===== src/rtl/pipe_pkg.sv =====
// Shared types and default widths for the elastic pipeline-stage register.
package pipe_pkg;

    // Occupancy of the stage: main register and skid register.
    typedef enum logic [1:0] {
        ST_EMPTY = 2'd0,   // main empty, skid empty
        ST_BUSY  = 2'd1,   // main full,  skid empty
        ST_FULL  = 2'd2    // main full,  skid full
    } pipe_state_t;

    localparam int PIPE_DATA_W = 64;
    localparam int PIPE_CTRL_W = 16;
    localparam int PIPE_CNT_W  = 16;

endpackage


===== src/rtl/pipe_sat_counter.sv =====
// Saturating up-counter with asynchronous active-low reset.
// Counts once per clock while inc is high and sticks at all-ones.
module pipe_sat_counter
    import pipe_pkg::*;
#(
    parameter int CNT_W = PIPE_CNT_W
) (
    input  logic             clk,
    input  logic             rst,
    input  logic             inc,
    output logic [CNT_W-1:0] cnt
);

    logic [CNT_W-1:0] cnt_reg;

    // Increment until all-ones, then hold.
    always_ff @(posedge clk or negedge rst) begin
        if (!rst) begin
            cnt_reg <= '0;
        end else if (inc && (cnt_reg != {CNT_W{1'b1}})) begin
            cnt_reg <= cnt_reg + 1'b1;
        end
    end

    assign cnt = cnt_reg;

endmodule


===== src/rtl/pipe_reg_elastic.sv =====
// Elastic pipeline-stage register with a two-entry skid buffer.
// in_ready, out_valid, out_data and out_ctrl all come straight from flops,
// so no combinational path exists from either input side to the outputs.
// out_ctrl is forced to zero whenever the stage holds no valid beat.
// Optional build macro PIPE_REG_PERF_EN adds stall/bubble cycle counters.
module pipe_reg_elastic
    import pipe_pkg::*;
#(
    parameter int DATA_W = PIPE_DATA_W,
    parameter int CTRL_W = PIPE_CTRL_W
`ifdef PIPE_REG_PERF_EN
    ,
    parameter int CNT_W  = PIPE_CNT_W
`endif
) (
    input  logic              clk,
    input  logic              rst,
    input  logic              flush,
    input  logic              in_valid,
    output logic              in_ready,
    input  logic [DATA_W-1:0] in_data,
    input  logic [CTRL_W-1:0] in_ctrl,
    output logic              out_valid,
    input  logic              out_ready,
    output logic [DATA_W-1:0] out_data,
    output logic [CTRL_W-1:0] out_ctrl
`ifdef PIPE_REG_PERF_EN
    ,
    output logic [CNT_W-1:0]  stall_cnt,
    output logic [CNT_W-1:0]  bubble_cnt
`endif
);

    pipe_state_t       state_reg;
    logic              in_ready_reg;
    logic              out_valid_reg;
    logic [DATA_W-1:0] main_data_reg;
    logic [CTRL_W-1:0] main_ctrl_reg;
    logic [DATA_W-1:0] skid_data_reg;
    logic [CTRL_W-1:0] skid_ctrl_reg;

    logic in_fire;
    logic out_fire;

    assign in_fire  = in_valid & in_ready_reg;
    assign out_fire = out_valid_reg & out_ready;

    // Occupancy FSM; all outputs are registered alongside the state.
    always_ff @(posedge clk or negedge rst) begin
        if (!rst) begin
            state_reg     <= ST_EMPTY;
            in_ready_reg  <= 1'b1;
            out_valid_reg <= 1'b0;
            main_data_reg <= '0;
            main_ctrl_reg <= '0;
            skid_data_reg <= '0;
            skid_ctrl_reg <= '0;
        end else if (flush) begin
            // Bubble: both entries and any beat accepted this cycle are dropped.
            state_reg     <= ST_EMPTY;
            in_ready_reg  <= 1'b1;
            out_valid_reg <= 1'b0;
            main_data_reg <= '0;
            main_ctrl_reg <= '0;
            skid_data_reg <= '0;
            skid_ctrl_reg <= '0;
        end else begin
            case (state_reg)
                ST_EMPTY: begin
                    if (in_fire) begin
                        main_data_reg <= in_data;
                        main_ctrl_reg <= in_ctrl;
                        out_valid_reg <= 1'b1;
                        state_reg     <= ST_BUSY;
                    end
                end
                ST_BUSY: begin
                    if (in_fire && out_fire) begin
                        main_data_reg <= in_data;
                        main_ctrl_reg <= in_ctrl;
                    end else if (in_fire) begin
                        // Downstream stalled: park the new beat in the skid.
                        skid_data_reg <= in_data;
                        skid_ctrl_reg <= in_ctrl;
                        in_ready_reg  <= 1'b0;
                        state_reg     <= ST_FULL;
                    end else if (out_fire) begin
                        // Drained: data is left as-is, control is scrubbed.
                        main_ctrl_reg <= '0;
                        out_valid_reg <= 1'b0;
                        state_reg     <= ST_EMPTY;
                    end
                end
                ST_FULL: begin
                    if (out_fire) begin
                        main_data_reg <= skid_data_reg;
                        main_ctrl_reg <= skid_ctrl_reg;
                        in_ready_reg  <= 1'b1;
                        state_reg     <= ST_BUSY;
                    end
                end
                default: begin
                    state_reg     <= ST_EMPTY;
                    in_ready_reg  <= 1'b1;
                    out_valid_reg <= 1'b0;
                    main_ctrl_reg <= '0;
                end
            endcase
        end
    end

    assign in_ready  = in_ready_reg;
    assign out_valid = out_valid_reg;
    assign out_data  = main_data_reg;
    assign out_ctrl  = main_ctrl_reg;

`ifdef PIPE_REG_PERF_EN
    logic [1:0]       cnt_inc;
    logic [CNT_W-1:0] cnt_val [2];

    assign cnt_inc[0] = out_valid_reg & ~out_ready;
    assign cnt_inc[1] = ~out_valid_reg;

    generate
        for (genvar gi = 0; gi < 2; gi++) begin : g_cnt
            pipe_sat_counter #(
                .CNT_W (CNT_W)
            ) u_cnt (
                .clk (clk),
                .rst (rst),
                .inc (cnt_inc[gi]),
                .cnt (cnt_val[gi])
            );
        end
    endgenerate

    assign stall_cnt  = cnt_val[0];
    assign bubble_cnt = cnt_val[1];
`endif

`ifndef SYNTHESIS
    // Upstream must hold its payload while a beat is offered but refused.
    logic              hold_chk_reg;
    logic [DATA_W-1:0] hold_data_reg;
    logic [CTRL_W-1:0] hold_ctrl_reg;

    // Capture the payload whenever it was offered and refused.
    always_ff @(posedge clk or negedge rst) begin
        if (!rst) begin
            hold_chk_reg  <= 1'b0;
            hold_data_reg <= '0;
            hold_ctrl_reg <= '0;
        end else begin
            hold_chk_reg  <= in_valid & ~in_ready_reg;
            hold_data_reg <= in_data;
            hold_ctrl_reg <= in_ctrl;
        end
    end

    // Compare the current payload to the one refused last cycle.
    always @(posedge clk) begin
        if (rst && hold_chk_reg) begin
            assert ((in_data == hold_data_reg) && (in_ctrl == hold_ctrl_reg));
        end
    end
`endif

endmodule

===== config.mk =====
export PLATFORM = sky130hd
export DESIGN_NAME = pipe_reg_elastic
export DESIGN_NICKNAME = d
export VERILOG_FILES = /design/src/rtl/pipe_pkg.sv /design/src/rtl/pipe_sat_counter.sv /design/src/rtl/pipe_reg_elastic.sv
export SDC_FILE = /design/constraint.sdc
export NUM_CORES = 1
export LEC_CHECK = 0
export BUFFER_PORTS_ARGS = -buffer_cell sky130_fd_sc_hd__buf_2
export CELL_PAD_IN_SITES_DETAIL_PLACEMENT = 1
export CELL_PAD_IN_SITES_GLOBAL_PLACEMENT = 1
export CORE_MARGIN = 4
export CORE_UTILIZATION = 42
export DETAILED_ROUTE_END_ITERATION = 8
export GPL_ROUTABILITY_DRIVEN = 0
export PLACE_DENSITY_LB_ADDON = 0.1
export SYNTH_ARGS = -nofsm -noshare
export SYNTH_HDL_FRONTEND = slang
export SYNTH_SLANG_ARGS = --single-unit

===== constraint.sdc =====
create_clock -name clk -period 2.45 [get_ports clk]
set_input_delay 0.245 -clock clk [delete_from_list [all_inputs] [get_ports clk]]
set_output_delay 0.245 -clock clk [all_outputs]
set_load 0.005 [all_outputs]

== After elaboration in Yosys (flattened, before gate mapping) ==
Cells that the tools add are included.

* Reductions and logical operators: 11
* Shifts and indexed selects: 0
* Multiplexer cells: 36
* Equal/unequal tests: 15
* Add/sub/neg operators: 0
* Multiply operators: 0
* Bitwise gates (word level): 2
* Divide/modulo/power cells: 0
* $lt $le $gt $ge: 0

{| class="wikitable"
|+ Operators by type and width
! operator !! number
|-
| 64-bit 2-to-1 mux || 7
|-
| 64-bit one-hot mux with 3 select lines || 1
|-
| 16-bit 2-to-1 mux || 9
|-
| 16-bit one-hot mux with 3 select lines || 1
|-
| 3-bit != test, second input constant || 7
|-
| 4-bit AND reduction || 4
|-
| 2-bit 2-to-1 mux || 6
|-
| 4-bit != test, second input constant || 3
|-
| 1-bit 2-to-1 mux || 9
|-
| 2-bit != test, second input constant || 3
|-
| 1-bit one-hot mux with 3 select lines || 2
|-
| 2-bit one-hot mux with 3 select lines || 1
|-
| 5-bit AND reduction || 1
|-
| 2-bit nonzero test || 2
|-
| 4-bit nonzero test || 1
|-
| 3-bit AND reduction || 1
|-
| 1-bit AND || 2
|-
| 2-bit by 1-bit == test with 1-bit output, second input constant || 1
|-
| 2-bit == test, second input constant || 1
|-
| 2-bit logical NOT || 1
|-
| 1-bit logical AND || 1
|}

* Bits in latches: 0
* Memory bits (read-only): 0
* Register bits: 164
* Memories kept: 0
* Bits of input ports: 85
* Memory bits (writable): 0
* Output and inout bits: 82

== Logic depth before layout (Yosys ltp) ==
Gate-level depths: netlist of run 1.

* Depth after elaboration: 6
* Gate-level depth with buffers: 8
* Depth with buffers taken out: 6

== Worst setup path after synthesis of run 1 ==
No wires, ideal clock.

* Path type: register to register
* Start point: reg state_reg[1]
* End point: reg main_data_reg[0] (netlist: out_data[0])
* Library setup time: 0.075 ns
* Cell stages (with the launch flop): 9
* Setup slack: 0.664 ns
* Arrival time: 1.711 ns
* Path through: dfrtp_1 > inv_1 > ha_1 > buf_4 > o2bb2ai_1 > and2b_1 > nand2_1 > buf_4 > o2bb2ai_2

* Cells in the longest elaborated chain, start to end: 3
* Elaborated cells on any way between the ends: 10
* Those cells by class: eq/ne: 5; mux: 2; reduce/logical: 3

{| class="wikitable"
|+ RTL lines
! item !! RTL line !! text
|-
| start: declaration || pipe_reg_elastic.sv:34 || <nowiki>pipe_state_t state_reg;</nowiki>
|-
| start signal: assignment || pipe_reg_elastic.sv:51 || <nowiki>state_reg <= ST_EMPTY;</nowiki>
|-
| start signal: assignment || pipe_reg_elastic.sv:60 || <nowiki>state_reg <= ST_EMPTY;</nowiki>
|-
| start signal: assignment || pipe_reg_elastic.sv:74 || <nowiki>state_reg <= ST_BUSY;</nowiki>
|-
| 2-bit by 1-bit == test with 1-bit output, or another cell as far along || pipe_reg_elastic.sv:68 || <nowiki>case (state_reg)</nowiki>
|-
| 3-bit != test (no source line), or another cell as far along || n/a ||
|-
| 4-bit AND reduction (no source line) or 64-bit 2-to-1 mux (tied branches) || n/a ||
|-
| end signal: assignment || pipe_reg_elastic.sv:71 || <nowiki>main_data_reg <= in_data;</nowiki>
|-
| end signal: assignment || pipe_reg_elastic.sv:79 || <nowiki>main_data_reg <= in_data;</nowiki>
|-
| end signal: assignment || pipe_reg_elastic.sv:96 || <nowiki>main_data_reg <= skid_data_reg;</nowiki>
|-
| end: declaration || pipe_reg_elastic.sv:37 || <nowiki>logic [DATA_W-1:0] main_data_reg;</nowiki>
|}

Parallel ways exist; a longest one is shown, timed or not.
A chain may end at the register's enable or synchronous reset.

== Worst setup path in the final report of run 1 ==
* Start point: reg state_reg[1]
* End point: reg main_data_reg[59] (netlist: out_data[59])

The elaborated chain is that of the path after synthesis.

==> metrics.yaml, run 1 <==
syn_avg_cell_area_um2: 11.2
routed_via_density: 5.49
cts_buffer_depth: 2
nNetsFinal: 902
drv_slew: 0
clk_transition_reported_paths_ns: 0.06
placementRows: 48
post-synth-top-count-cell: "nand2_1"
antenna_found_initial: 2
cts_tree: "done"
synth-seq-area-share_pct: 55.3
postSynthCellCount: 660
post-route-worst-setup-slack_ns: 0.187
antenna_cells: 0
utilization_pct: 53.2
finalCritPeriodShare_pct: 92.4
post-layout-total-power_uw: 9920
drt.antenna.violating_nets: 0
synthDominantAreaCellType: "dfrtp_1"
outcome: "completed"
synth.net_count: 749
maxClockFrequency_mhz: 442
path_class: "reg2reg"
crit_buf_inv: 2
route.vias.total: 5751
first_global_vias: 6477
clk-insertion-delay-late_ns: 0.43
grt.total_usage_pct: 22.4
rsz0062_at_grt: "no"
pwr-share-comb_pct: 33.7
p_per_area_nw_per_um2: 1080
dieWidth_um: 141
startpoint_type: "flip-flop"
remaining_drc_errors: 0
timing.setup.tns_ns: 0
critical_path.cell_chain: "inv_1 -> ha_1 -> nor2_1 -> o22a_1 -> a21oi_4 -> buf_12 -> o2bb2ai_1"
residual_overflow_from_global_routing: 0
relSlewSlack_pct: 42.4
synth_top_area_share_pct: 55.0
maxCapViolCount: 0
pin_count: 167
postRouteWirelength_mm: 21.5
post_detail_place_hpwl_mm: 13.9
setup_viol_count_final: 0
postSynth.asyncResetShare_pct: 100
cp_slowest_stage_delay_ns: 0.53
fp.dieH_um: 141
worst_setup_path_end_kind: "flip-flop"
synth_common_cells: "nand2_1 (166), dfrtp_1 (163), a21oi_1 (83)"
worstPathMaxFanout: 12
hold_violations: 0
net_switching_power_of_the_design_uw: 3470
synth_edf_count: 0
critPathSlowestCell: "a21oi_4"
post_cts.repair.setup_buffers: 0
power.sequential.fraction_pct: 38.9
worst-endpoint-arrival_ns: 2.60
clock-skew-final_ns: 0.0102
clock-root-buffer: "clkbuf_16"
fp.dieArea_um2: 19900
post_drt_wl_per_cell_um: 20.5
grt_pass1_wl_mm: 35.5
synth_cell_type_count: 33
critical-path-top-delay-family: "compound AO/OA/AOI/OAI gates"
detailedRoute.firstPassIterationCount: 6
drtIter0Drc: 328
dp_slack_ns: 0.165
netlist_top_cells_area: "dfrtp_1 (55%), o2bb2ai_2 (10%), mux2i_1 (8.6%), nand2_1 (8.4%), a21oi_1 (5.6%)"
static-leakage-power_uw: 0.00418
design.core.area_um2: 17300
power_report.internal_total_uw: 6460
cts-buffers-inserted: 17
vdd.ir_drop.worst_uv: 545
synth.ff_latch_count: 164
layout-drive-gt1-share_pct: 32.8
timing_worst_slew_pin_value_ns: 0.865
worst_ep_required_time_ns: 2.79
fin_area_um2: 9210
synth_top_flop_cell: "dfrtp_1"
numClockSinks: 164
grt_start_max_net_pins: 87
port-buffer-count: 166
hold_class: "in2reg"
sw_frac_of_total_pct: 34.9
dpl-instance-area_um2: 8610
syn_area_um2: 7420
period_minus_slack_ns: 2.26
area.growth.synth_to_final_pct: 24.1
floorplan.initialDensity_pct: 42.9
synthesis.yosys.warnings: 0
cts_max_level: 4
power.clock.fraction_pct: 27.4
-- power groups by stage --
stage                     Combinational, µW  Clock (µW)  Sequential (µW)
after floorplan                        1940           0             3830
after global placement                 3260           0             3860
after detailed placement               3400           0             3890
after CTS                              3410        2770             3870
after global routing                   3660        2920             3940
final                                  3350        2720             3860
-- per-layer routing --
layer / part of all wire, % / wire length, µm / global-route usage [%] / up-vias
met5: 0.15 / 32 / 0 / -
met4: 1.3 / 283 / 6.48 / 4
met3: 4.4 / 945 / 5.50 / 24
met2: 50 / 10800 / 37.8 / 117
met1: 44 / 9500 / 28.8 / 2965
li1: - / - / - / 2641
-- timing repair --
action | CTS | global route
endpoints found under the hold margin | 60 | 0
resized for setup | 0 | 0
hold buffers | 1 | 0
-- cell families after synthesis --
| family | count (synthesis) | share of synthesized area, % |
|---|---|---|
| flops | 164 | 55.3 |
| compound gates | 191 | 22.2 |
| fa+ha+maj | 4 | 0.675 |
| buf+inv | 57 | 3.66 |
| simple gates | 179 | 9.33 |
| mux | 65 | 8.79 |
-- per-stage QoR --
stage,hold WS [ns],instances
4_1_cts,0.0433,1048
3_5_place_dp,0.290,1018
3_3_place_gp,0.286,1018
5_1_grt,0.0519,1048
6_report,0.0554,1048
2_1_floorplan,-0.0506,660
-- cell usage in the layout, fill, tap and decap left out, types with 3 or more instances in the layout --
| cell | synthesis | final |
|---|---|---|
| a211oi_1 | 3 | 3 |
| dfrtp_1 | 163 | 163 |
| buf_12 | 0 | 11 |
| mux2i_1 | 64 | 64 |
| o2bb2ai_1 | 31 | 31 |
| clkbuf_1 | 30 | 4 |
| a21oi_1 | 83 | 83 |
| nand2_1 | 166 | 165 |
| buf_2 | 12 | 164 |
| buf_4 | 10 | 12 |
| clkbuf_16 | 0 | 17 |
| o2bb2ai_2 | 50 | 50 |
| bufinv_16 | 0 | 3 |
| clkbuf_8 | 0 | 3 |
| nor2_1 | 5 | 5 |
| ha_1 | 4 | 3 |
| a22oi_1 | 16 | 16 |
-- worst min-delay path, delay by kind of cell --
kind,cells,cell delay [ns]
buf+inv,1,0.10
simple gates,1,0.05
compound gates,1,0.05
-- final timing paths --
| kind | end | slack [ns] | cells past startpoint | from |
|---|---|---|---|---|
| worst max-delay path | out_data[59] | 0.19 | 7 | state_reg[1] |
| worst min-delay path | skid_data_reg[6] | 0.06 | 3 | in_data[6] |
| worst max register to register | out_data[59] | 0.19 | 7 | state_reg[1] |
| worst min register to register | out_ctrl[1] | 0.49 | 1 | out_ctrl[1] |
| max in group asynchronous | out_data[48] | 1.28 | 3 | rst |
| min in group asynchronous | skid_data_reg[34] | 0.38 | 2 | rst |
-- cell type report --
cell class,instances,area [µm²]
fill,1900,8090
sequential,164,4110
multi-input combinational,439,3080
timing repair buffer,189,1150
clock buffer,24,482
tap,225,282
clock inverter,5,100
inverter,2,7.51
No activity file was read; power rests on OpenSTA's default activity.
==> inputs of run 2 (changes only) <==
--- a/config.mk
+++ b/config.mk
@@ -9,7 +9,8 @@
 export CELL_PAD_IN_SITES_DETAIL_PLACEMENT = 1
 export CELL_PAD_IN_SITES_GLOBAL_PLACEMENT = 1
 export CORE_MARGIN = 4
-export CORE_UTILIZATION = 42
+export CORE_UTILIZATION = 44
+export CTS_BUF_LIST = sky130_fd_sc_hd__clkbuf_4 sky130_fd_sc_hd__clkbuf_8
 export DETAILED_ROUTE_END_ITERATION = 8
 export GPL_ROUTABILITY_DRIVEN = 0
 export PLACE_DENSITY_LB_ADDON = 0.1
==> constraint.sdc (replaced) <==
create_clock -name clk -period 2.45 [get_ports clk]
set_input_delay 0.245 -clock clk [delete_from_list [all_inputs] [get_ports clk]]
set_output_delay 0.245 -clock clk [all_outputs]
set_load 0.1 [all_outputs]
==> metrics.yaml, run 2 (same netlist as run 1, synthesis figures left out) <==
outcome: "completed"  # unchanged
first_global_vias: 6368  # was 6477
startpoint_type: "flip-flop"  # unchanged
worst_ep_required_time_ns: 2.76  # was 2.79 ns
dp_slack_ns: 0.163  # was 0.165 ns
clock-root-buffer: "clkbuf_8"  # was clkbuf_16
grt_pass1_wl_mm: 32.8  # was 35.5 mm
residual_overflow_from_global_routing: 0  # unchanged
routed_via_density: 5.49  # about the same
drv_slew: 0  # unchanged
post_cts.repair.setup_buffers: 0  # unchanged
post_detail_place_hpwl_mm: 13.0  # was 13.9 mm
finalCritPeriodShare_pct: 93.1  # was 92.4%
multiInputGateArea_um2: 3080  # unchanged
post_drt_wl_per_cell_um: 19.6  # was 20.5 µm
remaining_drc_errors: 0  # unchanged
cp-startpoint: "state_reg[1]"  # unchanged
post-layout-total-power_uw: 12500  # was 9920 µW
static-leakage-power_uw: 0.00405  # was 0.00418 µW
worst_r2r_startpoint: "state_reg[1]"  # unchanged
post-route-worst-setup-slack_ns: 0.168  # was 0.187 ns
pin_count: 167  # unchanged
path_class: "reg2reg"  # unchanged
worstHoldStart: "in_data[9]"  # was in_data[6]
maxClockFrequency_mhz: 438  # was 442 MHz
hold_violations: 0  # unchanged
area.sequential_um2: 4110  # unchanged
antenna_found_initial: 3  # was 2
groute.layer.met3.usage_pct: 6.28  # was 5.50%
postRouteWirelength_mm: 20.4  # was 21.5 mm
layout-drive-gt1-share_pct: 32.9  # was 32.8%
floorplan.initialDensity_pct: 44.9  # was 42.9%
worst_setup_path_end_kind: "flip-flop"  # unchanged
placementRows: 47  # was 48
fillers: 1818  # was 1900
cts_tree: "done"  # unchanged
area.growth.synth_to_final_pct: 20.4  # was 24.1%
clk-insertion-delay-late_ns: 0.45  # was 0.43 ns
detailedRoute.firstPassIterationCount: 4  # was 6
gr-usage-met2_pct: 37.3  # was 37.8%
grt_start_max_net_pins: 87  # unchanged
vdd.ir_drop.worst_uv: 952  # was 545 µV
fp.dieArea_um2: 19000  # was 19900 µm²
drt.antenna.violating_nets: 0  # unchanged
cts_max_level: 4  # unchanged
period_minus_slack_ns: 2.28  # was 2.26 ns
dieWidth_um: 138  # was 141 µm
route.vias.total: 5715  # was 5751
design.core.area_um2: 16500  # was 17300 µm²
timing.setup.tns_ns: 0  # unchanged
hold_class: "in2reg"  # unchanged
p_per_area_nw_per_um2: 1400  # was 1080 nW/µm²
worst-endpoint-arrival_ns: 2.59  # was 2.60 ns
clk_transition_reported_paths_ns: 0.09  # was 0.06 ns
numClockSinks: 164  # unchanged
fp.dieH_um: 138  # was 141 µm
port-buffer-count: 166  # unchanged
groute.layer.met1.usage_pct: 28.4  # was 28.8%
cts_buffer_depth: 2  # unchanged
cts-buffers-inserted: 17  # unchanged
setup_viol_count_final: 0  # unchanged
rsz0062_at_grt: "no"  # unchanged
r2r_slack_ns: 0.17  # was 0.19 ns
maxCapViolCount: 0  # unchanged
timing_worst_slew_pin_value_ns: 0.596  # was 0.865 ns
worstPathMaxFanout: 31  # was 12
clock-skew-final_ns: 0.00966  # was 0.0102 ns
nNetsFinal: 896  # was 902
grt.total_usage_pct: 22.2  # was 22.4%
relSlewSlack_pct: 60.3  # was 42.4%
utilization_pct: 54.1  # was 53.2%
grt.busiest_layer: "met2"  # unchanged
final_cell_mix: "nand2_1 (165), buf_2 (165), dfrtp_1 (163), a21oi_1 (83), mux2i_1 (64)"  # was nand2_1 (165), buf_2 (164), dfrtp_1 (163), a21oi_1 (83), mux2i_1 (64)
drtIter0Drc: 236  # was 328
[run 2: what timing repair did]
item | in CTS | in global routing
resized for setup | 0 | 0
endpoints found under the hold margin | 48 | 1
hold buffers | 1 | 1
[run 2: cell type report]
class,instances,share of cell area [%]
repair buffers,183,11.8
multi-input cells,439,34.4
inverters,2,0.0840
well taps,220,3.08
diodes,1,0.0280
clock inverters,8,1.11
clock buffers,24,3.49
flip-flops and latches,164,45.9
[run 2: power breakdown]
group	switching (µW)	internal [µW]
combinational	5350	1300
clock	978	1050
sequential	476	3360
total	6810	5710
[run 2: worst max-delay path: stages (launching register included)]
cell       delay, ns
dfrtp_1         0.44
inv_1           0.12
ha_1            0.39
o2bb2ai_1       0.22
and2b_1         0.24
nand2_4         0.06
buf_4           0.47
o2bb2ai_1       0.18
[run 2: per-layer routing]
| metal | vias up | wire (µm) |
|---|---|---|
| met1 | 2929 | 8790 |
| li1 | 2631 | - |
| met3 | 23 | 1150 |
| met5 | - | 13 |
| met4 | 2 | 280 |
| met2 | 130 | 10200 |
[run 2: path summary, 6_finish.rpt]
| check | cells past startpoint | to |
|---|---|---|
| max | 7 | out_data[59] |
| min | 3 | skid_data_reg[9] |
| max reg2reg | 7 | out_data[59] |
| min reg2reg | 1 | out_ctrl[2] |
| max in group asynchronous | 3 | out_data[23] |
| min in group asynchronous | 2 | skid_data_reg[42] |
[run 2: through the flow]
step / std cells / hold slack [ns] / instance area, µm²
finish: 1041 / 0.0303 / 8930
global route: 1040 / 0.00263 / 8930
CTS: 1039 / 0.00703 / 8920
detailed placement: 1006 / 0.248 / 8500
global placement: 1006 / 0.246 / 8500
floorplan: 660 / -0.0506 / 7420
